$ cat src/rtl/pwm_audio_out.sv
// Mono audio output stage: gain/saturate/attenuate sample path feeding a
// period-synchronous PWM, with slew-limited mute/underrun ramping to midscale.
module pwm_audio_out #(
  parameter int SAMPLE_W     = 16,
  parameter int PWM_W        = 8,
  parameter int SHIFT_W      = 4,
  parameter int RAMP_STEP    = 4,
  parameter int HOLD_PERIODS = 64
) (
  input  logic                clk_in,
  input  logic                rst_in,
  input  logic [SAMPLE_W-1:0] sample_in,
  input  logic                valid_in,
  input  logic [SHIFT_W-1:0]  shift_in,
  input  logic [2:0]          vol_in,
  input  logic                mute_in,
  output logic                pwm_out,
  output logic                aud_sd_out,
  output logic [PWM_W-1:0]    level_out,
  output logic                clip_out,
  output logic                underrun_out
);
  localparam int EXT_W  = SAMPLE_W + 2**SHIFT_W;
  localparam int IDLE_W = $clog2(HOLD_PERIODS + 1);
  localparam logic [PWM_W-1:0]  MID  = {1'b1, {(PWM_W-1){1'b0}}};
  localparam logic [PWM_W-1:0]  STEP = PWM_W'(RAMP_STEP);
  localparam logic [IDLE_W-1:0] HOLD = IDLE_W'(HOLD_PERIODS);
  localparam logic signed [EXT_W-1:0] SAT_MAX = {{(EXT_W-SAMPLE_W+1){1'b0}}, {(SAMPLE_W-1){1'b1}}};
  localparam logic signed [EXT_W-1:0] SAT_MIN = {{(EXT_W-SAMPLE_W+1){1'b1}}, {(SAMPLE_W-1){1'b0}}};

  typedef enum logic [1:0] {RUN, RAMP_DOWN, MUTED, RAMP_UP} state_t;

  state_t              state_q, state_d;
  logic [PWM_W-1:0]    cnt_q, level_q, level_d, target_q, target_d;
  logic [IDLE_W-1:0]   idle_q, idle_d;
  logic [SAMPLE_W-1:0] s1_q;
  logic                s1_clip_q, s1_vld_q;
  logic                pwm_q, clip_q;
  logic                bnd, em;

  // S1: widen, shift, clamp back to the sample range
  logic signed [EXT_W-1:0] ext, shl;
  logic [SAMPLE_W-1:0]     sat;
  logic                    sat_clip;
  always_comb begin
    ext      = {{(EXT_W-SAMPLE_W){sample_in[SAMPLE_W-1]}}, sample_in};
    shl      = ext <<< shift_in;
    sat      = shl[SAMPLE_W-1:0];
    sat_clip = 1'b0;
    if (shl > SAT_MAX) begin
      sat      = {1'b0, {(SAMPLE_W-1){1'b1}}};
      sat_clip = 1'b1;
    end else if (shl < SAT_MIN) begin
      sat      = {1'b1, {(SAMPLE_W-1){1'b0}}};
      sat_clip = 1'b1;
    end
  end

  // S2: top bits, attenuate, convert to offset binary
  logic signed [PWM_W-1:0] top, att;
  logic [2:0]              rsh;
  logic [PWM_W-1:0]        s2_lvl;
  always_comb begin
    top    = s1_q[SAMPLE_W-1 -: PWM_W];
    rsh    = 3'd7 - vol_in;
    att    = top >>> rsh;
    s2_lvl = {~att[PWM_W-1], att[PWM_W-2:0]};
  end

  assign bnd          = &cnt_q;
  assign underrun_out = (idle_q == HOLD);
  assign em           = mute_in | underrun_out;

  always_comb begin
    idle_d = idle_q;
    if (valid_in)                  idle_d = '0;
    else if (bnd && idle_q != HOLD) idle_d = idle_q + IDLE_W'(1);
  end

  always_comb begin
    target_d = target_q;
    if (underrun_out)  target_d = MID;
    else if (s1_vld_q) target_d = s2_lvl;
  end

  function automatic logic [PWM_W-1:0] step_to(input logic [PWM_W-1:0] cur,
                                               input logic [PWM_W-1:0] goal);
    if (cur < goal) return (goal - cur > STEP) ? cur + STEP : goal;
    else            return (cur - goal > STEP) ? cur - STEP : goal;
  endfunction

  // Level only moves at period boundaries, which keeps the PWM glitch-free
  always_comb begin
    state_d = state_q;
    level_d = level_q;
    if (bnd) begin
      case (state_q)
        RUN: begin
          if (em) state_d = RAMP_DOWN;
          else    level_d = target_q;
        end
        RAMP_DOWN: begin
          level_d = step_to(level_q, MID);
          if (level_d == MID) state_d = MUTED;
          else if (!em)       state_d = RAMP_UP;
        end
        MUTED: begin
          level_d = MID;
          if (!em) state_d = RAMP_UP;
        end
        RAMP_UP: begin
          level_d = step_to(level_q, target_q);
          if (em)                       state_d = RAMP_DOWN;
          else if (level_d == target_q) state_d = RUN;
        end
        default: state_d = MUTED;
      endcase
    end
  end

  always_ff @(posedge clk_in) begin
    if (!rst_in) begin
      state_q   <= MUTED;
      cnt_q     <= '0;
      level_q   <= MID;
      target_q  <= MID;
      idle_q    <= '0;
      s1_q      <= '0;
      s1_clip_q <= 1'b0;
      s1_vld_q  <= 1'b0;
      pwm_q     <= 1'b0;
      clip_q    <= 1'b0;
    end else begin
      state_q   <= state_d;
      cnt_q     <= cnt_q + PWM_W'(1);
      level_q   <= level_d;
      target_q  <= target_d;
      idle_q    <= idle_d;
      s1_vld_q  <= valid_in;
      if (valid_in) begin
        s1_q      <= sat;
        s1_clip_q <= sat_clip;
      end
      pwm_q     <= (cnt_q < level_q);
      clip_q    <= s1_vld_q & s1_clip_q;
    end
  end

  assign pwm_out    = pwm_q;
  assign clip_out   = clip_q;
  assign level_out  = level_q;
  assign aud_sd_out = (state_q != MUTED);
endmodule

$ cat config.mk
export PLATFORM = sky130hd
export DESIGN_NAME = pwm_audio_out
export DESIGN_NICKNAME = d
export VERILOG_FILES = /design/src/rtl/pwm_audio_out.sv
export SDC_FILE = /design/constraint.sdc
export NUM_CORES = 1
export LEC_CHECK = 0
export ABC_CLOCK_PERIOD_IN_PS = 4600
export CORE_UTILIZATION = 61
export CTS_BUF_LIST = sky130_fd_sc_hd__clkbuf_8
export DETAILED_ROUTE_END_ITERATION = 6
export PLACE_DENSITY = 0.83
export SLEW_MARGIN = 10
export SYNTH_ARGS = -nofsm -noshare
export SYNTH_HDL_FRONTEND = slang
export SYNTH_SLANG_ARGS = --single-unit
$ cat constraint.sdc
create_clock -name clk_in -period 4.6 [get_ports clk_in]
set_clock_uncertainty 0.05 [all_clocks]
set_input_delay 0.46 -clock clk_in [delete_from_list [all_inputs] [get_ports clk_in]]
set_output_delay 0.46 -clock clk_in [all_outputs]
set_load 0.02 [all_outputs]
# Yosys cells after proc, flatten, opt, wreduce, memory -nomap -nowiden
# Cells that the tools add are included.
[word_totals]
ff_bits = 53
input_bits = 27
output_inout_bits = 12
elab_cells = 74
[classes]
add_sub_neg = 9
order_cmp = 9
n_eq_ne = 11
shifts = 2
muxes = 22
bitwise = 4
reduce_logical = 7
[ops]
columns = ["cell", "n"]
rows = [
  ["8-bit two-way mux", 11],
  ["32-bit by 16-bit greater-than comparator with 1-bit output (second input constant)", 1],
  ["8-bit by 3-bit greater-than comparator with 1-bit output (second input constant)", 4],
  ["32-bit by 16-bit less-than comparator with 1-bit output (second input constant)", 1],
  ["16-bit two-way mux", 2],
  ["8-bit case mux with 4 select lines", 1],
  ["16-bit by 4-bit <<< shifter with 32-bit output", 1],
  ["8-bit less-than comparator", 2],
  ["8-bit subtractor", 2],
  ["2-bit two-way mux", 5],
  ["10-bit AND reduction", 1],
  ["9-bit AND reduction", 1],
  ["8-bit by 1-bit adder with 8-bit output (second input constant)", 1],
  ["8-bit by 3-bit adder with 8-bit output (second input constant)", 1],
  ["8-bit == test", 1],
  ["8-bit == test (second input constant)", 1],
  ["8-bit less-than comparator (second input constant)", 1],
  ["2-bit case mux with 4 select lines", 1],
  ["8-bit AND reduction", 1],
  ["8-bit by 3-bit >>> shifter with 8-bit output", 1],
  ["8-bit by 3-bit subtractor with 8-bit output (second input constant)", 1],
  ["8-bit subtractor (first input constant)", 1],
  ["8-bit subtractor (second input constant)", 1],
  ["7-bit by 1-bit adder with 7-bit output (second input constant)", 1],
  ["14 further kinds", 20],
]

# Depth between registers and ports, before layout
# Gate-level depths: netlist of run 1.
[logic_depth]
depth_word = 10
depth_mapped = 14
mapped_depth_nobuf = 11

# Worst setup path after synthesis of run 1
# Ideal clock, no wire load.
[synth_timing]
kind = "reg2reg"
startpoint = "register level_q[4] (netlist: level_out[4])"
endpoint = "register level_q[7] (netlist: level_out[7])"
setup_ns = 0.133
arrival_time_ns = 3.188
required_ns = 4.417
setup_slack_ns = 1.229
stages_incl_launch_ff = 15
path_buffers = 4
synth_period_minus_slack_ns = 3.371
path_cell_list = "dfxtp_1 clkbuf_1 clkbuf_1 inv_1 ha_1 clkbuf_1 a2111oi_0 a21oi_1 o21ai_0 xor2_1 nand4_1 and2_1 clkbuf_1 a211oi_1 o31ai_1"
[synth_via]
elab_chain_cells = 7
word_cells_on_any_way = 23
cone_classes = "add/sub (6); order compare (6); mux (11)"
[synth_rtl]
columns = ["item", "line_no", "rtl"]
rows = [
  ["start, declared", "34", "logic [PWM_W-1:0] cnt_q, level_q, level_d, target_q, target_d;"],
  ["start signal, assigned", "136", "level_q <= level_d;"],
  ["8-bit subtractor (on tied branches)", "89, 88", ""],
  ["8-bit by 3-bit greater-than comparator with 1-bit output (on tied branches)", "89, 88", ""],
  ["8-bit two-way mux (on tied branches)", "89, 88", ""],
  ["8-bit two-way mux", "88", "if (cur < goal) return (goal - cur > STEP) ? cur + STEP : goal;"],
  ["8-bit two-way mux", "97", "case (state_q)"],
  ["8-bit two-way mux", "96", "if (bnd) begin"],
  ["8-bit case mux with 4 select lines (*)", "97", ""],
]
# Mark *: on every way between the ends. The rest lies on a longest branch, timed or not. The select of a mux whose other input is x is not followed.
# A chain may end at the register's enable or synchronous reset.

# Worst setup path in the final report of run 1
[layout_timing]
startpoint = "input port shift_in[0]"
endpoint = "register s1_q[10]"
[layout_via]
elab_chain_cells = 4
word_cells_on_any_way = 5
cone_classes = "order compare (2); shift (1); mux (2)"
[layout_rtl]
columns = ["item", "line_no", "rtl"]
rows = [
  ["start, declared", "14", "input logic [SHIFT_W-1:0] shift_in,"],
  ["16-bit by 4-bit <<< shifter with 32-bit output (*)", "47", "shl = ext <<< shift_in;"],
  ["32-bit by 16-bit less-than comparator with 1-bit output", "53", "end else if (shl < SAT_MIN) begin"],
  ["16-bit two-way mux", "53", ""],
  ["16-bit two-way mux (*)", "50", "if (shl > SAT_MAX) begin"],
  ["end signal, assigned", "141", "s1_q <= sat;"],
  ["end, declared", "36", "logic [SAMPLE_W-1:0] s1_q;"],
]
# Mark *: on every way between the ends. The rest lies on a longest branch, timed or not.

==> results of run 1 <==
-- state kept, by name (all words and copies together), names as in the netlist --
name and cells:
cnt_q 8, s1_q 8, clip_out 1, target_q 8
state_q 2, level_out 8, idle_q 7, s1_clip_q 1
s1_vld_q 1, pwm_out 1
-- worst min-delay path, cell delays in order (launching register included) --
cell and delay [ps]:
dfxtp_1 320, nand2_1 50, o21ai_0 60
-- area by class of cell --
| type | count | area (µm²) | area share |
|---|---|---|---|
| multi-input cells | 447 | 3400 | 0.6705 |
| flip-flops and latches | 45 | 900.9 | 0.1777 |
| repair buffers | 43 | 417.9 | 0.08243 |
| inverters | 33 | 123.9 | 0.02443 |
| well taps | 99 | 123.9 | 0.02443 |
| clock buffers | 5 | 68.82 | 0.01357 |
| clock inverters | 2 | 35.03 | 0.006910 |
-- cell usage in the layout (no fill, tap or decap), drive strengths merged, types with 15 or more instances in the layout --
| cell | n |
|---|---|
| o21ai | 31 |
| xnor2 | 15 |
| nand2 | 53 |
| inv | 32 |
| nor2 | 54 |
| a21oi | 23 |
| clkdlybuf4s50 | 38 |
| dfxtp | 45 |
| nand3 | 23 |
| ha | 28 |
| mux4 | 21 |
| xor2 | 16 |
-- worst paths after layout --
| path | start | endpoint | slack (ps) | cells after the start |
|---|---|---|---|---|
| hold / removal | s1_q[9] | s1_q[9] | 430 | 2 |
| setup / recovery | shift_in[0] | s1_q[10] | 1050 | 10 |
| hold reg to reg | s1_q[9] | s1_q[9] | 430 | 2 |
| setup reg to reg | level_out[1] | level_out[7] | 1100 | 10 |
-- layer usage --
layer | track usage | routed length (µm)
met1 | 0.4233 | 5303
met3 | 0.04011 | 685
met2 | 0.5126 | 5621
met5 | 0 | 0
met4 | 0.09238 | 199
-- power by group through the flow --
stage	clock network, mW	registers [mW]	logic [mW]
2_1_floorplan	0	0.421	0.225
3_3_place_gp	0	0.427	0.289
3_5_place_dp	0	0.428	0.298
4_1_cts	0.299	0.419	0.300
5_1_grt	0.312	0.421	0.331
6_report	0.296	0.419	0.303
-- logic make-up (layout without fill, tap and decap cells) --
logic type / after synthesis / in the layout / share of synthesized area
and+or+nand+nor: 195 / 195 / 0.2074
AOI/OAI and AO/OA: 152 / 152 / 0.2397
buffers and inverters: 67 / 83 / 0.06067
DFF: 45 / 45 / 0.1968
muxes: 40 / 40 / 0.1552
xor gates and xnor gates: 31 / 31 / 0.05931
adders and majority gates: 29 / 29 / 0.08090
-- through the flow --
stage                     power, mW  hold WS (ps)  area [µm²]
final                         1.018         425.8        5070
after global placement       0.7161         387.1        4966
after CTS                     1.018         423.1        5070
after floorplan              0.6461         369.9        4578
after global routing          1.064         451.7        5070
after detailed placement     0.7253         403.1        4966
==> flow_summary.toml, run 1 <==
[clocking]
cts_resized = 0
clk_latency_ps = 300
cts_max_level = 2
root_buffer = "clkbuf_8"
clk_path_buf_depth = 2
cts_buffers = 5
cts_tree = "yes"
clkSinkCount = 45
cts_setup_buffers = 0
cts.clk_slew.worst_paths_ps = 90
ctsHoldBuffers = 0

[floorplan]
die-area_um2 = 7855
coreArea_um2 = 7253
start_util = 0.6312
die_y_um = 88.63
die_w_um = 88.63
pin_count = 39
rows = 31

[power]
p_switching_mw = 0.3181
power_frac_seq = 0.412
vdd_drop_max_v = 0.0001885
p_comb_frac = 0.298
power_density_nw_per_um2 = 200.8
p_leak_nw = 1.927
intPower_mw = 0.6999
p_sw_frac = 0.3125
clockPowerShare = 0.291

[setup_path]
crit_fanout = 13
cp_slowest_stage_delay_ps = 810
crit_family = "buffers and inverters"
end_kind = "flip-flop"
critPathLaunchType = "input pin"
slowest_stage = "clkdlybuf4s50_1"
cp.arrival_ps = 3700
criticalPathCategory = "input pin to flip-flop"
critPathBufInv = 2
required_ps = 4740
path_cells = "clkdlybuf4s50_1 > buf_4 > mux4_1 > nor4_1 > a21oi_1 > nor4b_2 > o211ai_1 > and2_1 > a311oi_2 > o21ai_1"

[place]
dp_slack_ps = 778.6
place_inst = 667
dpl.hpwl_um = 9124
numPortBuffers = 38
gp_congestion = 0.9901

[route]
dr.pass1.iters = 6
drc_errors = 0
num_vias = 4470
antenna_left = 0
wl_per_cell_um = 17.52
vias_per_cell = 6.632
wirelength_um = 11810
drt_iter0_drc = 421

[logic_synthesis]
synth_top_cell_by_area = "dfxtp_1"
syn_avg_cell_area_um2 = 8.190
synth.distinct_cells = 74
synthMostInstantiatedCell = "nor2_1"
yosysTopAreaCellShare = 0.1968
synth-edff-count = 0
ys_top_cells_by_count = "54 x nor2_1, 53 x nand2_1, 45 x dfxtp_1"
yosys_warnings = 0
syn_area_um2 = 4578
synth-async-reset-ratio = 0
synth_seq_cells = 45
ys.flop_type = "dfxtp_1"
ys_seq_area_frac = 0.1968
syn_inst = 559
syn_nets = 615
synthTopCellsByArea = "dfxtp_1 20%, ha_1 7.7%, mux4_1 6.3%"

[layout]
fin_util = 0.6990
fillers = 606
syn_to_final_growth_pct = 10.74
fin_cells = 674
diodes = 0
num-nets-final = 631
drive_gt1_frac = 0.05739

[timing]
slew_viol_final = 0
max_freq_mhz = 281.5
worst_pin_slew_ps = 809.1
hold_violations = 0
setup_violations = 0
relSlewSlack = 0.4589
final.period_utilization = 0.7724
fin_ws_ps = 1047
fin_crit_ps = 3553
rsz0062_at_grt = "false"
setup_tns_ps = 0

[run]
cap_violations = 0

[global_routing]
grt-ovfl-total = 0
track_usage = 0.3099
grt_max_degree = 25
grt_antenna_before_repair = 0
grt_pass1_wl_um = 18980
grt_pass1_vias = 3941

[outcome]
status = "finished clean"

[hold_path]
hp-class = "flip-flop to flip-flop"
(Power assumes the default switching activity.)
==> inputs of run 2 (changes only) <==
--- a/config.mk
+++ b/config.mk
@@ -5,11 +5,11 @@
 export SDC_FILE = /design/constraint.sdc
 export NUM_CORES = 1
 export LEC_CHECK = 0
-export ABC_CLOCK_PERIOD_IN_PS = 4600
-export CORE_UTILIZATION = 61
+export ABC_CLOCK_PERIOD_IN_PS = 3150
+export CORE_UTILIZATION = 55
 export CTS_BUF_LIST = sky130_fd_sc_hd__clkbuf_8
 export DETAILED_ROUTE_END_ITERATION = 6
-export PLACE_DENSITY = 0.83
+export PLACE_DENSITY = 0.79
 export SLEW_MARGIN = 10
 export SYNTH_ARGS = -nofsm -noshare
 export SYNTH_HDL_FRONTEND = slang
==> constraint.sdc (replaced) <==
create_clock -name clk_in -period 3.15 [get_ports clk_in]
set_clock_uncertainty 0.05 [all_clocks]
set_input_delay 0.315 -clock clk_in [delete_from_list [all_inputs] [get_ports clk_in]]
set_output_delay 0.315 -clock clk_in [all_outputs]
set_load 0.02 [all_outputs]
==> run 2 against run 1 <==
- worst setup slack got worse by 960 ps
- clock power up 23%
- via count is 1.9% higher
- routed wire length rose by 3.8%
- sequential power increased by 46%
- utilization is 2.4 points lower
- sequential cell count unchanged
- total power increased by 44%
- cell count rose by 4.7%
- sequential share of layout area is 0.70 points lower
- register-to-register slack got worse by 1000 ps
- clock-buffer cell count did not move
- highest routed layer unchanged
==> flow_summary.toml, run 2 (same netlist as run 1, synthesis figures left out) <==
[outcome]
status = "finished clean"

[floorplan]
coreArea_um2 = 7888
die_w_um = 93.24
rows = 32
start_util = 0.5804
pin_count = 39
die-area_um2 = 8693
die_y_um = 93.24

[layout]
syn_to_final_growth_pct = 16.26
diodes = 0
drive_gt1_frac = 0.1225
fin_util = 0.6748
final_area_um2 = 5323
num-nets-final = 659
final_common_cell = "nor2_1"
layout_common_cells = "54 x nor2_1, 53 x nand2_1, 39 x dfxtp_1, 38 x clkdlybuf4s50_1, 32 x buf_4"

[hold_path]
hold_start = "s1_q[8]"
holdPathEnd = "s1_q[8]"
hp-class = "flip-flop to flip-flop"
whs_path_depth = 2

[power]
vdd_drop_max_v = 0.0001931
intPower_mw = 0.9803
p_sw_frac = 0.3323
p_leak_nw = 2.054
power_density_nw_per_um2 = 275.8
p_comb_frac = 0.337
power_frac_seq = 0.416
clockPowerShare = 0.247
p_switching_mw = 0.4878

[global_routing]
grt-ovfl-total = 0
grt_antenna_before_repair = 0
grt_pass1_vias = 4103
track_usage = 0.2835
grt_max_degree = 18
grt_pass1_wl_um = 19800

[place]
numPortBuffers = 38
dpl.hpwl_um = 9505
place_area_um2 = 5175
gp_congestion = 0.9542

[setup_path]
required_ps = 3290
r2r_end = "level_out[7]"
path_cells = "inv_2 > ha_2 > o21a_1 > o31a_1 > o41a_1 > a221o_1 > a31oi_4 > buf_6 > a221oi_1 > nor4b_1 > o31ai_1"
cp_slowest_stage_delay_ps = 460
cp.arrival_ps = 3200
critPathLaunchType = "flip-flop"
crit_family = "compound AO/OA/AOI/OAI gates"
criticalPathCategory = "flip-flop to flip-flop"
reg2reg_depth = 11
rr_startpoint = "level_out[2]"
critPathBufInv = 2
end_kind = "flip-flop"
r2r_setup_slack_ps = 90
slowest_stage = "o41a_1"
crit_fanout = 7

[route]
num_vias = 4553
antenna_left = 0
dr.pass1.iters = 5
wirelength_um = 12250
wl_per_cell_um = 17.35
drc_errors = 0
vias_per_cell = 6.449
drt_iter0_drc = 362

[timing]
max_freq_mhz = 326.5
setup_violations = 0
worst_pin_slew_ps = 714.2
setup_tns_ps = 0
fin_crit_ps = 3063
relSlewSlack = 0.5198
final.period_utilization = 0.9724
slew_viol_final = 0
hold_violations = 0

[run]
cap_violations = 0

[clocking]
root_buffer = "clkbuf_8"
cts_max_level = 2
cts.clk_slew.worst_paths_ps = 90
cts_tree = "yes"
clk_path_buf_depth = 2
clk_latency_ps = 300
clkSinkCount = 45
cts_buffers = 5
ctsHoldBuffers = 0
run 2: cell count changes in the layout (fill, tap and decap cells not counted), sizes merged:
cell and delta:
bufinv -1, buf +28, clkinvlp +3, clkinv -1
run 2: area by class of cell:
class                   instances  area (µm²)
well taps                     102       127.6
inverters                      33       123.9
flip-flops and latches         45       908.4
multi-input cells             447        3440
repair buffers                 71       631.9
fillers                       624        2565
clock inverters                 3       22.52
clock buffers                   5       68.82
run 2: per-stage QoR:
stage | instances | power, mW | hold WS, ps | worst slack [ps]
finish | 706 | 1.468 | 420.9 | 86.83
global route | 706 | 1.541 | 457.5 | -7.419
CTS | 705 | 1.446 | 420.7 | 60.04
detailed placement | 697 | 1.087 | 401.2 | -46.04
global placement | 697 | 1.070 | 389.0 | 10.44
floorplan | 559 | 0.9436 | 369.9 | 13.96
run 2: how the worst max path moves through the flow:
stage,startpoint,to,cells past startpoint
after floorplan,level_out[5],state_q[0],12
after global placement,shift_in[0],s1_q[10],10
after detailed placement,shift_in[0],s1_q[10],10
after CTS,target_q[1],state_q[0],9
after global routing,level_out[2],level_out[7],11
final,level_out[2],level_out[7],11
run 2: power groups by stage:
stage / Clock [mW] / Sequential [mW] / Combinational, mW
3_5_place_dp: 0 / 0.622 / 0.465
6_report: 0.363 / 0.611 / 0.495
2_1_floorplan: 0 / 0.615 / 0.329
4_1_cts: 0.370 / 0.609 / 0.467
3_3_place_gp: 0 / 0.621 / 0.450
5_1_grt: 0.395 / 0.613 / 0.534
run 2: layer usage:
| layer | vias to the layer above | global-route usage | part of all wire |
|---|---|---|---|
| li1 | 2184 | - | - |
| met5 | - | 0 | 0 |
| met3 | 20 | 0.03333 | 0.064 |
| met2 | 199 | 0.4675 | 0.47 |
| met4 | 0 | 0.07564 | 0.016 |
| met1 | 2150 | 0.3922 | 0.45 |
run 2: repair_timing:
action                                  in CTS  in global routing
gates resized for setup                      0                 12
buffers inserted                             0                  1
endpoints found under the setup margin       0                  4
run 2: worst reg2reg max path: stages, from the launching register on:
cell and delay, ps:
dfxtp_2 330, inv_2 110, ha_2 330, o21a_1 200, o31a_1 110, o41a_1 460, a221o_1 390, a31oi_4 310
buf_6 160, a221oi_1 70, nor4b_1 310, o31ai_1 120
==> inputs of run 3 (changes only) <==
--- a/config.mk
+++ b/config.mk
@@ -6,10 +6,10 @@
 export NUM_CORES = 1
 export LEC_CHECK = 0
 export ABC_CLOCK_PERIOD_IN_PS = 3150
-export CORE_UTILIZATION = 55
-export CTS_BUF_LIST = sky130_fd_sc_hd__clkbuf_8
+export CAP_MARGIN = 20
+export CORE_UTILIZATION = 54
 export DETAILED_ROUTE_END_ITERATION = 6
-export PLACE_DENSITY = 0.79
+export PLACE_DENSITY = 0.78
 export SLEW_MARGIN = 10
 export SYNTH_ARGS = -nofsm -noshare
 export SYNTH_HDL_FRONTEND = slang
==> run 3 against run 2 <==
- register-to-register slack hardly changed
- global-route usage rose by 0.25 points
- total power up 5.6%
- worst setup slack worse by 7.9 ps
==> flow_summary.toml, run 3 (same netlist as run 1, synthesis figures left out) <==
[outcome]
status = "finished clean"

[global_routing]
grt_pass1_vias = 4197
track_usage = 0.2859
grt_pass1_wl_um = 20000
grt_max_degree = 19
grt-ovfl-total = 0
grt_antenna_before_repair = 0

[floorplan]
start_util = 0.5572
rows = 33
die_w_um = 94.08
pin_count = 39
die-area_um2 = 8850
coreArea_um2 = 8217
die_y_um = 94.08

[timing]
relSlewSlack = 0.5930
slew_viol_final = 0
final.period_utilization = 0.9749
setup_violations = 0
max_freq_mhz = 325.6
hold_slack_ps = 437.8
rsz0062_at_grt = "false"
hold_violations = 0
fin_ws_ps = 78.96
worst_pin_slew_ps = 605.3
fin_crit_ps = 3071

[layout]
diodes = 0
fillers = 683
register_area_um2 = 903.4
layout_common_cells = "54 x nor2_1, 53 x nand2_1, 43 x dfxtp_1, 38 x clkdlybuf4s50_1, 35 x buf_4"
drive_gt1_frac = 0.1089
multi_input_area_um2 = 3400
fin_cells = 711
final_area_um2 = 5318
final_common_cell = "nor2_1"
num-nets-final = 661
syn_to_final_growth_pct = 16.15

[route]
num_vias = 4565
antenna_left = 0
wirelength_um = 11980
dr.pass1.iters = 6
drt_iter0_drc = 321
drc_errors = 0
wl_per_cell_um = 16.85
vias_per_cell = 6.421

[clocking]
clkSinkCount = 45
cts.clk_slew.worst_paths_ps = 100
cts_setup_buffers = 0
clk_latency_ps = 310
cts_resized = 0
ctsHoldBuffers = 0
cts_max_level = 2
clk_path_buf_depth = 2
cts_buffers = 5
cts_tree = "yes"
root_buffer = "clkbuf_8"

[setup_path]
critPathBufInv = 1
criticalPathCategory = "flip-flop to flip-flop"
critPathLaunchType = "flip-flop"
path_common_cell = "a21oi_1"
cp.arrival_ps = 3230
slowest_stage = "fa_1"
path_cells = "ha_1 > fa_1 > nand2b_1 > a21oi_1 > nand2_1 > a21oi_1 > a31oi_4 > buf_4 > a211o_1 > o22a_1 > a211oi_1"
rr_startpoint = "level_out[0]"
end_kind = "flip-flop"
required_ps = 3310
r2r_end = "level_out[3]"
crit_family = "compound AO/OA/AOI/OAI gates"
cp_slowest_stage_delay_ps = 410
crit_fanout = 7
r2r_setup_slack_ps = 80
reg2reg_depth = 11

[place]
gp_congestion = 0.9111
dpl.hpwl_um = 9502
place_inst = 701
place_area_um2 = 5186
dp_slack_ps = -172.8
numPortBuffers = 38

[power]
vdd_drop_max_v = 0.0002301
p_leak_nw = 2.078
power_density_nw_per_um2 = 291.7

[hold_path]
holdPathEnd = "s1_q[9]"
hp-class = "flip-flop to flip-flop"
hold_start = "s1_q[9]"
whs_path_depth = 2

[run]
cap_violations = 0
==> run 3: changes by cell type in the layout (fill, tap and decap cells not counted), moves of 2 or more <==
cell | previous run | this run
inv_6 | 0 | 2
ha_4 | 2 | 0
inv_1 | 30 | 32
inv_2 | 2 | 0
buf_4 | 32 | 35
dfxtp_1 | 39 | 43
clkinvlp_4 | 3 | 0
ha_1 | 25 | 28
dfxtp_2 | 6 | 2
==> run 3: worst max path at each step <==
stage	startpoint	to	slack [ps]	cells after the start
finish	level_out[0]	level_out[3]	80	11
global route	level_out[1]	level_out[1]	4	10
floorplan	level_out[5]	state_q[0]	10	12
detailed placement	shift_in[0]	s1_q[10]	-170	10
global placement	shift_in[0]	s1_q[10]	-20	10
CTS	level_out[1]	state_q[0]	100	10
==> run 3: tightest hold or removal path: cells and delay by family, from the launching register on <==
kind | cells | cell delay [ps]
simple gates | 1 | 50
compound gates | 1 | 60
flops | 1 | 330
==> run 3: layout make-up <==
| class | instances | area share |
|---|---|---|
| clock buffer | 5 | 0.01294 |
| clock inverter | 3 | 0.008941 |
| inverter | 33 | 0.02329 |
| multi-input combinational | 447 | 0.6393 |
| sequential | 45 | 0.1699 |
| tap | 105 | 0.02471 |
| timing repair buffer | 73 | 0.1209 |
==> run 3: layer usage <==
metal  vias up  GRT usage  share of wire
li1       2198          -              -
met1      2175     0.3813           0.45
met2       165     0.4866           0.47
met3        27    0.03398          0.055
met4         0    0.07564          0.023
met5         -          0              0
==> run 3: metrics by stage <==
step	utilization	TNS [ps]	total power, mW
floorplan	-	0	0.9436
global placement	0.6312	-21.77	1.064
detailed placement	0.6312	-729.6	1.080
CTS	0.6453	0	1.535
global route	0.6472	0	1.622
finish	0.6472	0	1.551
==> run 3: power breakdown <==
group	internal, mW	total (mW)	switching, mW
registers	0.587	0.609	0.0219
clock network	0.242	0.464	0.222
logic	0.229	0.478	0.249
total	1.06	1.55	0.493
